### src/rtl/enemy_fleet_if.sv
// enemy_fleet_if: game-logic/VGA side bus of the enemy fleet block
//   master : tick/enable strobes, road and player geometry, VGA scan position in; status and pixel out
//   slave  : the fleet itself
//   logic_tick 1, enable 1, offset_x/player_x/player_y/hcount/vcount 10 -> fleet
//   active N, hit 1, hit_idx 3, passed 1, data 3 <- fleet
interface enemy_fleet_if #(
    parameter int N_ENEMIES = 4
);
    logic                 logic_tick;
    logic                 enable;
    logic [9:0]           offset_x;
    logic [9:0]           player_x;
    logic [9:0]           player_y;
    logic [9:0]           hcount;
    logic [9:0]           vcount;
    logic [N_ENEMIES-1:0] active;
    logic                 hit;
    logic [2:0]           hit_idx;
    logic                 passed;
    logic [2:0]           data;
    modport master (
        output logic_tick, enable, offset_x, player_x, player_y, hcount, vcount,
        input  active, hit, hit_idx, passed, data
    );
    modport slave (
        input  logic_tick, enable, offset_x, player_x, player_y, hcount, vcount,
        output active, hit, hit_idx, passed, data
    );
endinterface

### src/rtl/enemy_fleet.sv
// enemy_fleet: N_ENEMIES enemy cars - LFSR spawn, downward scroll, player hit detection, VGA render
//   clk    : system clock
//   reset  : asynchronous active-low reset
//   bus    : enemy_fleet_if.slave (tick/enable, geometry and scan position in; active/hit/hit_idx/passed/data out)
//   Optional ENEMY_FLEET_SPEEDUP_EN: every 16 passed cars raise the scroll speed by 1, up to 2*SPEED.
module enemy_fleet #(
    parameter int       N_ENEMIES = 4,
    parameter int       SPRITE_W  = 32,
    parameter int       SPRITE_H  = 48,
    parameter int       LANE_W    = 64,
    parameter int       SCREEN_H  = 480,
    parameter int       SPEED     = 2,
    parameter int       SPAWN_GAP = 30,
    parameter int       HIT_TICKS = 16,
    parameter bit [7:0] LFSR_SEED = 8'hA5
) (
    input logic         clk,
    input logic         reset,
    enemy_fleet_if.slave bus
);
    localparam int CW = $clog2(HIT_TICKS + 1);
    localparam int TW = $clog2(SPAWN_GAP + 1);
    localparam logic [10:0]   SW  = 11'(SPRITE_W);
    localparam logic [10:0]   SH  = 11'(SPRITE_H);
    localparam logic [10:0]   LIM = 11'(SCREEN_H);
    localparam logic [10:0]   SP  = 11'(SPEED);
    localparam logic [TW-1:0] GAP = TW'(SPAWN_GAP);
    localparam logic [CW-1:0] HT  = CW'(HIT_TICKS);

    typedef enum logic [1:0] {IDLE, ACTIVE, HIT} slot_t;

    slot_t          st  [N_ENEMIES];
    logic [9:0]     xs  [N_ENEMIES];
    logic [9:0]     ys  [N_ENEMIES];
    logic [1:0]     ln  [N_ENEMIES];
    logic [CW-1:0]  cnt [N_ENEMIES];
    logic [10:0]    sum [N_ENEMIES];
    logic [TW-1:0]  tmr, tmr_dec;
    logic [7:0]     lfsr;
    logic [10:0]    spd;
    logic [1:0]     lane;
    logic [9:0]     new_x;
    logic           tick, free_ok, blocked, do_spawn, any_hit, any_pass;
    logic [2:0]     free_idx, hit_low, pix;
    logic [N_ENEMIES-1:0] ovl, exits, act_v;
    logic           hit_r, pass_r;
    logic [2:0]     idx_r, data_r;

    assign tick  = bus.logic_tick & bus.enable;
    assign lane  = lfsr[1:0];
    assign new_x = bus.offset_x + 10'(int'(lane) * LANE_W);

    // Descending loops let the lowest index win for free-slot, first-hit and pixel priority.
    always_comb begin
        tmr_dec  = (tmr == '0) ? '0 : tmr - 1'b1;
        free_ok  = 1'b0;
        free_idx = '0;
        blocked  = 1'b0;
        hit_low  = '0;
        pix      = '0;
        ovl      = '0;
        exits    = '0;
        act_v    = '0;
        for (int i = N_ENEMIES - 1; i >= 0; i--) begin
            sum[i]   = {1'b0, ys[i]} + spd;
            act_v[i] = st[i] != IDLE;
            ovl[i]   = st[i] == ACTIVE
                       && {1'b0, xs[i]} < {1'b0, bus.player_x} + SW
                       && {1'b0, bus.player_x} < {1'b0, xs[i]} + SW
                       && {1'b0, ys[i]} < {1'b0, bus.player_y} + SH
                       && {1'b0, bus.player_y} < {1'b0, ys[i]} + SH;
            // a hit on the same tick as the bottom exit suppresses the pass
            exits[i] = st[i] == ACTIVE && !ovl[i] && sum[i] >= LIM;
            if (st[i] == IDLE) begin
                free_ok  = 1'b1;
                free_idx = 3'(i);
            end
            // keep a fresh spawn from landing on top of a car still entering the same lane
            if (st[i] != IDLE && ln[i] == lane && {1'b0, ys[i]} < SH)
                blocked = 1'b1;
            if (ovl[i])
                hit_low = 3'(i);
            if (st[i] != IDLE && bus.hcount >= xs[i] && {1'b0, bus.hcount} < {1'b0, xs[i]} + SW
                && bus.vcount >= ys[i] && {1'b0, bus.vcount} < {1'b0, ys[i]} + SH)
                pix = (st[i] == ACTIVE) ? 3'b100 : (cnt[i][1] ? 3'b110 : 3'b000);
        end
        any_hit  = |ovl;
        any_pass = |exits;
        do_spawn = tmr_dec == '0 && free_ok && !blocked;
    end

`ifdef ENEMY_FLEET_SPEEDUP_EN
    localparam logic [10:0] SPMAX = 11'(2 * SPEED);
    logic [3:0] pass_cnt;
    always_ff @(posedge clk or negedge reset) begin
        if (!reset) begin
            pass_cnt <= '0;
            spd      <= SP;
        end else if (tick && any_pass) begin
            pass_cnt <= pass_cnt + 1'b1;
            if (pass_cnt == 4'hF && spd < SPMAX)
                spd <= spd + 1'b1;
        end
    end
`else
    assign spd = SP;
`endif

    always_ff @(posedge clk or negedge reset) begin
        if (!reset) begin
            for (int i = 0; i < N_ENEMIES; i++) begin
                st[i]  <= IDLE;
                xs[i]  <= '0;
                ys[i]  <= '0;
                ln[i]  <= '0;
                cnt[i] <= '0;
            end
            tmr    <= GAP;
            lfsr   <= LFSR_SEED;
            hit_r  <= 1'b0;
            pass_r <= 1'b0;
            idx_r  <= '0;
            data_r <= '0;
        end else begin
            data_r <= pix;
            hit_r  <= tick && any_hit;
            pass_r <= tick && any_pass;
            if (tick && any_hit)
                idx_r <= hit_low;
            if (tick) begin
                lfsr <= {lfsr[6:0], lfsr[7] ^ lfsr[5] ^ lfsr[4] ^ lfsr[3]};
                tmr  <= do_spawn ? GAP : tmr_dec;
                for (int i = 0; i < N_ENEMIES; i++) begin
                    case (st[i])
                        IDLE: if (do_spawn && free_idx == 3'(i)) begin
                            st[i] <= ACTIVE;
                            xs[i] <= new_x;
                            ys[i] <= '0;
                            ln[i] <= lane;
                        end
                        ACTIVE: if (ovl[i]) begin
                            st[i]  <= HIT;
                            cnt[i] <= HT;
                        end else if (exits[i]) begin
                            st[i] <= IDLE;
                        end else begin
                            ys[i] <= sum[i][9:0];
                        end
                        HIT: begin
                            cnt[i] <= cnt[i] - 1'b1;
                            if (cnt[i] == CW'(1))
                                st[i] <= IDLE;
                        end
                        default: st[i] <= IDLE;
                    endcase
                end
            end
        end
    end

    assign bus.active  = act_v;
    assign bus.hit     = hit_r;
    assign bus.hit_idx = idx_r;
    assign bus.passed  = pass_r;
    assign bus.data    = data_r;
endmodule

### src/flat_wrapper.sv
// flat-port wrapper written by rule: the top's interface ports become plain ports
module enemy_fleet_flat 
#(
    parameter int       N_ENEMIES = 4,
    parameter int       SPRITE_W  = 32,
    parameter int       SPRITE_H  = 48,
    parameter int       LANE_W    = 64,
    parameter int       SCREEN_H  = 480,
    parameter int       SPEED     = 2,
    parameter int       SPAWN_GAP = 30,
    parameter int       HIT_TICKS = 16,
    parameter bit [7:0] LFSR_SEED = 8'hA5
)
  (clk, reset, bus_logic_tick, bus_enable, bus_offset_x, bus_player_x, bus_player_y, bus_hcount, bus_vcount, bus_active, bus_hit, bus_hit_idx, bus_passed, bus_data);
  enemy_fleet_if #(.N_ENEMIES(N_ENEMIES)) bus_i ();
  input logic clk;
  input logic reset;
  input wire logic [$bits(bus_i.logic_tick)-1:0] bus_logic_tick;
  input wire logic [$bits(bus_i.enable)-1:0] bus_enable;
  input wire logic [$bits(bus_i.offset_x)-1:0] bus_offset_x;
  input wire logic [$bits(bus_i.player_x)-1:0] bus_player_x;
  input wire logic [$bits(bus_i.player_y)-1:0] bus_player_y;
  input wire logic [$bits(bus_i.hcount)-1:0] bus_hcount;
  input wire logic [$bits(bus_i.vcount)-1:0] bus_vcount;
  output wire logic [$bits(bus_i.active)-1:0] bus_active;
  output wire logic [$bits(bus_i.hit)-1:0] bus_hit;
  output wire logic [$bits(bus_i.hit_idx)-1:0] bus_hit_idx;
  output wire logic [$bits(bus_i.passed)-1:0] bus_passed;
  output wire logic [$bits(bus_i.data)-1:0] bus_data;
  assign bus_i.logic_tick = bus_logic_tick;
  assign bus_i.enable = bus_enable;
  assign bus_i.offset_x = bus_offset_x;
  assign bus_i.player_x = bus_player_x;
  assign bus_i.player_y = bus_player_y;
  assign bus_i.hcount = bus_hcount;
  assign bus_i.vcount = bus_vcount;
  assign bus_active = bus_i.active;
  assign bus_hit = bus_i.hit;
  assign bus_hit_idx = bus_i.hit_idx;
  assign bus_passed = bus_i.passed;
  assign bus_data = bus_i.data;
  enemy_fleet #(.N_ENEMIES(N_ENEMIES), .SPRITE_W(SPRITE_W), .SPRITE_H(SPRITE_H), .LANE_W(LANE_W), .SCREEN_H(SCREEN_H), .SPEED(SPEED), .SPAWN_GAP(SPAWN_GAP), .HIT_TICKS(HIT_TICKS), .LFSR_SEED(LFSR_SEED)) u_core (.clk(clk), .reset(reset), .bus(bus_i));
endmodule
### config.mk
export PLATFORM = sky130hd
export DESIGN_NAME = enemy_fleet_flat
export DESIGN_NICKNAME = d
export VERILOG_FILES = /design/src/rtl/enemy_fleet_if.sv /design/src/rtl/enemy_fleet.sv /design/src/flat_wrapper.sv
export SDC_FILE = /design/constraint.sdc
export NUM_CORES = 1
export LEC_CHECK = 0
export CAP_MARGIN = 0
export CELL_PAD_IN_SITES_DETAIL_PLACEMENT = 0
export CELL_PAD_IN_SITES_GLOBAL_PLACEMENT = 1
export CORE_ASPECT_RATIO = 1.25
export CORE_MARGIN = 5
export CORE_UTILIZATION = 37
export CTS_CLUSTER_SIZE = 16
export DETAILED_ROUTE_END_ITERATION = 7
export GPL_ROUTABILITY_DRIVEN = 0
export PLACE_DENSITY_LB_ADDON = 0.1
export SKIP_LAST_GASP = 1
export SLEW_MARGIN = 10
export SYNTH_ARGS = -nofsm -noshare
export SYNTH_HDL_FRONTEND = slang
export SYNTH_SLANG_ARGS = --single-unit
### constraint.sdc
create_clock -name clk -period 9.2 [get_ports clk]
set_clock_uncertainty 0.05 [all_clocks]
set_input_delay 2.3 -clock clk [delete_from_list [all_inputs] [get_ports clk]]
set_output_delay 2.3 -clock clk [all_outputs]
set_load 0.01 [all_outputs]
* After elaboration in Yosys (flattened, before gate mapping)
Index checks and enable logic that the tools add are counted.
** Operators by class
- $lt $le $gt $ge :: 40
- Div/mod/pow operators :: 0
- Bitwise operators :: 4
- $mul :: 0
- Add/sub/neg operators :: 20
- Shift-type cells :: 0
- Reduce and logical (&&, ||, !) cells :: 98
- Eq/ne operators :: 43
- Mux-type cells :: 74
** Operator list (count)
- $lt 10x11->1 :: 24
- $mux 10 :: 12
- $add 10x6->11 const B :: 10
- $ge 10x10->1 :: 8
- $pmux 10 s2 :: 4
- $logic_and 1x1->1 :: 56
- $mux 2 :: 24
- $add 10x2->11 const B :: 4
- $ge 11x9->1 const B :: 4
- $lt 10x6->1 const B :: 4
- $pmux 5 s2 :: 4
- $mux 3 :: 12
- $mux 5 :: 6
- $sub 5x1->5 const B :: 5
- $ne 2x2->1 const B :: 12
- $pmux 2 s3 :: 4
- $reduce_and 3->1 :: 8
- $reduce_bool 2->1 :: 12
- $eq 5x1->1 const B :: 4
- $reduce_and 5->1 :: 4
- $ne 2x1->1 const B :: 8
- $reduce_and 4->1 :: 4
- $eq 2x2->1 const B :: 6
- $ne 3x1->1 const B :: 4
- 11 further kinds :: 36
** Storage, ports and cells
- Output and inout port bits :: 12
- Bits in read-only memories :: 0
- Logic and storage cells :: 305
- Flip-flop bits (word level) :: 137
- Memory bits (writable) :: 0
- Bits in latches :: 0
- Memories :: 0
- Input port bits :: 54

* Logic depth before layout (Yosys ltp)
- Depth after elaboration :: 12
- Gate-level depth with buffers :: 14
- Depth with buffers taken out :: 14

* Worst setup path after synthesis
Ideal clock, no wire load.
- Path type :: input to register
- From :: input bus_player_x[5]
- To :: register u_core.ys[16] (netlist bit)
- Library setup time :: 0.110 ns
- Buffers on the path :: 1
- Data arrival time :: 4.795 ns
- Path slack :: 4.245 ns
- Cell stages on the path :: 13
- Required time :: 9.040 ns
- Cell sequence :: ha_1 > xnor2_1 > ha_1 > and3_1 > a221oi_1 > o21ai_0 > maj3_1 > a2bb2oi_1 > nor3_2 > a21o_1 > buf_2 > o21ai_0 > o41ai_1
** On the way
- Word-level cells in the longest chain between the ends :: 11
- Elaborated cells between the ends (all ways) :: 13
- Classes of those cells :: 1 x add/sub; 2 x order compare; 2 x eq/ne; 8 x reduce/logical
** RTL lines
- start: declaration :: line flat_wrapper.sv:21 : input wire logic [$bits(bus_i.player_x)-1:0] bus_player_x;
- $add 10x6->11 :: line enemy_fleet.sv:68 : && {1'b0, xs[i]} < {1'b0, bus.player_x} + SW
- $lt 10x11->1 :: line enemy_fleet.sv:68
- $logic_and 1x1->1 :: line enemy_fleet.sv:68
- $logic_and 1x1->1 * :: line enemy_fleet.sv:69 : && {1'b0, bus.player_x} < {1'b0, xs[i]} + SW
- $logic_and 1x1->1 * :: line enemy_fleet.sv:70 : && {1'b0, ys[i]} < {1'b0, bus.player_y} + SH
- $logic_and 1x1->1 * :: line enemy_fleet.sv:71 : && {1'b0, bus.player_y} < {1'b0, ys[i]} + SH;
- $logic_not 1->1 :: line enemy_fleet.sv:73 : exits[i] = st[i] == ACTIVE && !ovl[i] && sum[i] >= LIM;
- $logic_and 1x1->1 (2 in series) :: line enemy_fleet.sv:73
- $ne 2x2->1 (no line)
- $reduce_and 5->1 (no line) *
- end signal: indexed assignment :: line enemy_fleet.sv:147 : ys[i] <= sum[i][9:0];
- end: declaration :: line enemy_fleet.sv:34 : logic [9:0] ys [N_ENEMIES];
Mark *: on every way between the ends. The rest lies on a longest branch, timed or not.
A chain may end at the register's enable or synchronous reset.

* Worst setup path after layout
- From :: input bus_player_x[6]
- To :: register u_core.ys[25] (netlist bit)
The elaborated chain is that of the path after synthesis.

==> impl_results.rst <==
.. list-table::
   :header-rows: 1

   * - Metric
     - Value
   * - Post-synthesis sequential area ratio
     - 25.1%
   * - GRT Resource Usage Total
     - 22.6%
   * - Combinational family with the most area after synthesis
     - adder cells
   * - Critical path class
     - input pin to flip-flop
   * - Filler instances
     - 3,529
   * - Die Ht
     - 220 um
   * - Number of iterations in the first detailed-routing pass
     - 7
   * - Slack of the worst reg-to-reg path
     - 5.32 ns
   * - Sinks on the clock net
     - 131
   * - Required arrival time at the worst endpoint
     - 9.54 ns
   * - Worst hold path class
     - flip-flop to flip-flop
   * - Count of standard-cell rows
     - 77
   * - Depth of the CTS H-tree
     - 4
   * - Share of flip-flops with an asynchronous set or reset after synthesis
     - 100%
   * - Biggest area contributors in the synthesized netlist
     - sky130_fd_sc_hd__ha_1 27%, sky130_fd_sc_hd__dfrtp_1 24%, sky130_fd_sc_hd__o21ai_0 5.3%
   * - Series of cell instances along the critical path
     - clkdlybuf4s50_1, ha_1, xnor2_1, ha_1, nand3_1, o221ai_1, a21o_1, o221a_2, a221oi_1, a2111o_1, nor2b_1, a21oi_1, o21ai_0
   * - Slowest stage delay, CP
     - 0.65 ns
   * - Mux share of post-synthesis cell area
     - 1.64%
   * - Power per Cell Area
     - 224 nW/um2
   * - Via density per instance
     - 5.54
   * - Core Box Area
     - 35,200 um2
   * - Internal power
     - 1.86 mW
   * - Endpoint type of the worst setup path
     - flip-flop
   * - Most crowded layer after global routing
     - met2
   * - Predominant post-synthesis flop cell
     - sky130_fd_sc_hd__dfrtp_1
   * - Net count of the finished layout
     - 1,887
   * - Clock Pin Slew Worst Setup and Hold Paths
     - 0.07 ns
   * - Clock root buffer
     - sky130_fd_sc_hd__clkbuf_16
   * - Most frequent cells in the layout
     - 285 x sky130_fd_sc_hd__ha_1, 138 x sky130_fd_sc_hd__o21ai_0, 123 x sky130_fd_sc_hd__dfrtp_1
   * - Maximum vdd drop
     - 135 uV
   * - Category of the worst setup path launch point
     - input pin
   * - Number of library cell types mapped by synthesis
     - 79
   * - Clock network power share
     - 22.0%
   * - Synthesized-area fraction occupied by xor and xnor cells
     - 4.53%
   * - Global routing usage on met2
     - 41.1%
   * - CP max stage cell
     - sky130_fd_sc_hd__clkdlybuf4s50_1
   * - Synthesized area per cell
     - 8.77 um2
   * - Relative contribution of sequential cells to total power
     - 29.1%
   * - Signed area change from the synthesized netlist to the final layout
     - 13.2%
   * - Most common cell after layout, fill and taps aside
     - sky130_fd_sc_hd__ha_1
   * - Count of boundary I/O pins
     - 66
   * - Aggregate global routing overflow
     - 0
   * - Placed Cells incl. Taps
     - 2,002
   * - Minimum clock period after layout
     - 6.25 ns
   * - Worst Hold Margin
     - 0.418 ns
   * - Antenna violations before repair
     - 1
   * - Top cell type's share of synthesized area
     - 27.2%
   * - Synthesis warning total
     - 0
   * - EDFF count, synth
     - 0
   * - Number of maximum-capacitance violations
     - 0
   * - Total number of vias
     - 11,300
   * - Most frequent cell on the critical path
     - sky130_fd_sc_hd__ha_1
   * - Maximum number of buffers from clock root to sink
     - 2
   * - Met3 capacity usage during global routing
     - 3.57%
   * - Crit path DAT
     - 6.58 ns
   * - Status
     - finished, final reports clean
   * - Slew Limit Fails
     - 0
   * - Clock tree from TritonCTS
     - built
   * - Average detailed-routed wire length per instance
     - 21.4 um
   * - Setup_tns
     - 0 ns
   * - Combinational cell fraction of total power
     - 48.9%
   * - Resized Gates After CTS
     - 0
   * - Total wire length after detailed routing
     - 43,500 um
   * - CP Max Fanout
     - 12
   * - Largest area contributor in the synthesized netlist
     - sky130_fd_sc_hd__ha_1
   * - Finish-stage setup viols
     - 0
   * - Die footprint
     - 39,300 um2
   * - Fraction of final layout cells with drive strength greater than 1
     - 5.26%
   * - Buffering stage count on the worst path with inverters included
     - 1
   * - Fraction of the mapped netlist area in adder cells
     - 27.5%
   * - N_diodes
     - 0
   * - Total clock buffers created by CTS
     - 17
   * - Final hold violation count
     - 0
   * - Switching share of power
     - 44.0%
   * - Clk Latency, worst-skew pair
     - 0.46 ns
   * - Post-Syn Area
     - 13,100 um2
   * - Reported leakage power
     - 6.78 nW
   * - Final ANT Viol Nets
     - 0
   * - Area share of and/or/nand/nor cells after synthesis
     - 16.6%
   * - Effective utilization at floorplan
     - 37.2%
   * - Wire length of the first global-routing pass
     - 67,000 um
   * - Pin count of the biggest net entering global routing
     - 87
   * - Count of hold-fix buffers inserted at cts
     - 0
   * - RSZ-0062 raised after global routing
     - no
   * - Setup repair bufs after CTS
     - 0
   * - Gate family responsible for the most delay along the worst path
     - compound AO/OA/AOI/OAI gates
   * - Number of register bits inferred by synthesis
     - 131
   * - Post-route DRC
     - 0
   * - Port bufs
     - 62
   * - Final HPWL from detailed placement
     - 33,600 um
   * - Initial DRC count
     - 492
   * - Met1 track demand over resource
     - 26.3%
   * - Headroom to the max-slew limit
     - 25.1%
   * - Max Clk Rate
     - 160 MHz
   * - Width of the die
     - 178 um
   * - Cell count after synthesis
     - 1,492
   * - Post-route insts no fill
     - 2,034
   * - Vias in the first global route
     - 11,500
   * - Period utilization
     - 67.9%
   * - Synth Area in Compound Gates
     - 19.8%
   * - Net switching power
     - 1.46 mW
   * - Pin slew with the least headroom to its limit
     - 1.11 ns
==> power by group through the flow <==
stage                     clock network, mW  registers (mW)  logic [mW]
after global placement                    0           0.971        1.60
after detailed placement                  0           0.972        1.62
after floorplan                           0           0.883        1.16
after global routing                  0.769           0.994        1.86
after CTS                             0.750           0.964        1.63
final                                 0.731           0.964        1.62
==> path summary, 6_finish.rpt <==
path	to	depth (start not counted)	start
worst min-delay path	u_core.lfsr[7]	2	u_core.lfsr[7]
min in group asynchronous	u_core.xs[2]	1	reset
max in group asynchronous	u_core.cnt[3]	2	reset
worst max-delay path	u_core.ys[25]	13	bus_player_x[6]
worst max register to register	u_core.bus.hit	11	u_core.ys[6]
worst min register to register	u_core.lfsr[7]	2	u_core.lfsr[7]
==> final cells by class <==
class / instances / area (um2) / area share (%)
clock buffer: 20 / 447 / 3.01
inverter: 118 / 443 / 2.99
timing repair buffer: 70 / 682 / 4.60
tap: 474 / 593 / 4.00
clock inverter: 12 / 156 / 1.06
multi-input combinational: 1209 / 9210 / 62.1
sequential: 131 / 3290 / 22.2
==> sequential cells by signal (all words and copies together), names as in the netlist <==
name,count
u_core.bus.passed,1
u_core.cnt,20
u_core.lfsr,8
u_core.bus.data,2
u_core.bus.hit,1
u_core.tmr,5
u_core.xs,40
u_core.bus.hit_idx,2
u_core.ln,8
u_core.ys,36
u_core.st,8
==> through the flow <==
step	util (%)	worst slack [ns]	cell area (um2)	power [mW]
detailed placement	40.4	2.43	14200	2.59
finish	42.1	2.95	14800	3.32
CTS	42.1	2.90	14800	3.35
floorplan	-	4.25	13100	2.04
global placement	40.4	2.41	14200	2.57
global route	42.1	2.70	14800	3.63
==> logic make-up after synthesis <==
kind of cell             Yosys count
adder cells (fa/ha/maj)          287
other                              1
XOR/XNOR                          66
AO/OA/AOI/OAI                    412
flip-flops                       131
AND/OR/NAND/NOR                  422
multiplexers                      20
buffers and inverters            153
==> synth_stat cells, types with 13 or more instances <==
cell type and n:
sky130_fd_sc_hd__o21a_1 21, sky130_fd_sc_hd__clkbuf_1 21, sky130_fd_sc_hd__inv_1 117, sky130_fd_sc_hd__nand2_1 117, sky130_fd_sc_hd__xnor2_1 47, sky130_fd_sc_hd__a21oi_1 95
sky130_fd_sc_hd__a21o_1 27, sky130_fd_sc_hd__o211ai_1 18, sky130_fd_sc_hd__nand2b_1 26, sky130_fd_sc_hd__dfrtp_1 123, sky130_fd_sc_hd__or3_1 22, sky130_fd_sc_hd__xor2_1 17
sky130_fd_sc_hd__nor2b_1 15, sky130_fd_sc_hd__ha_1 285, sky130_fd_sc_hd__nand3_1 39, sky130_fd_sc_hd__nor2_1 79, sky130_fd_sc_hd__a31oi_1 14, sky130_fd_sc_hd__nor3_1 38
sky130_fd_sc_hd__a2111oi_0 13, sky130_fd_sc_hd__o21ai_0 138
==> routing by layer <==
layer	wire [um]	vias up	share of wire, %
li1	-	5572	-
met1	18100	5374	42
met2	22100	230	51
met3	1510	93	3.5
met4	1830	2	4.2
met5	13	-	0.030
==> tightest hold or removal path: stages (launching register included) <==
cell and delay (ns):
sky130_fd_sc_hd__dfstp_2 0.37, sky130_fd_sc_hd__nand2_1 0.05, sky130_fd_sc_hd__nand2_1 0.05
No activity file was read; power rests on OpenSTA's default activity.
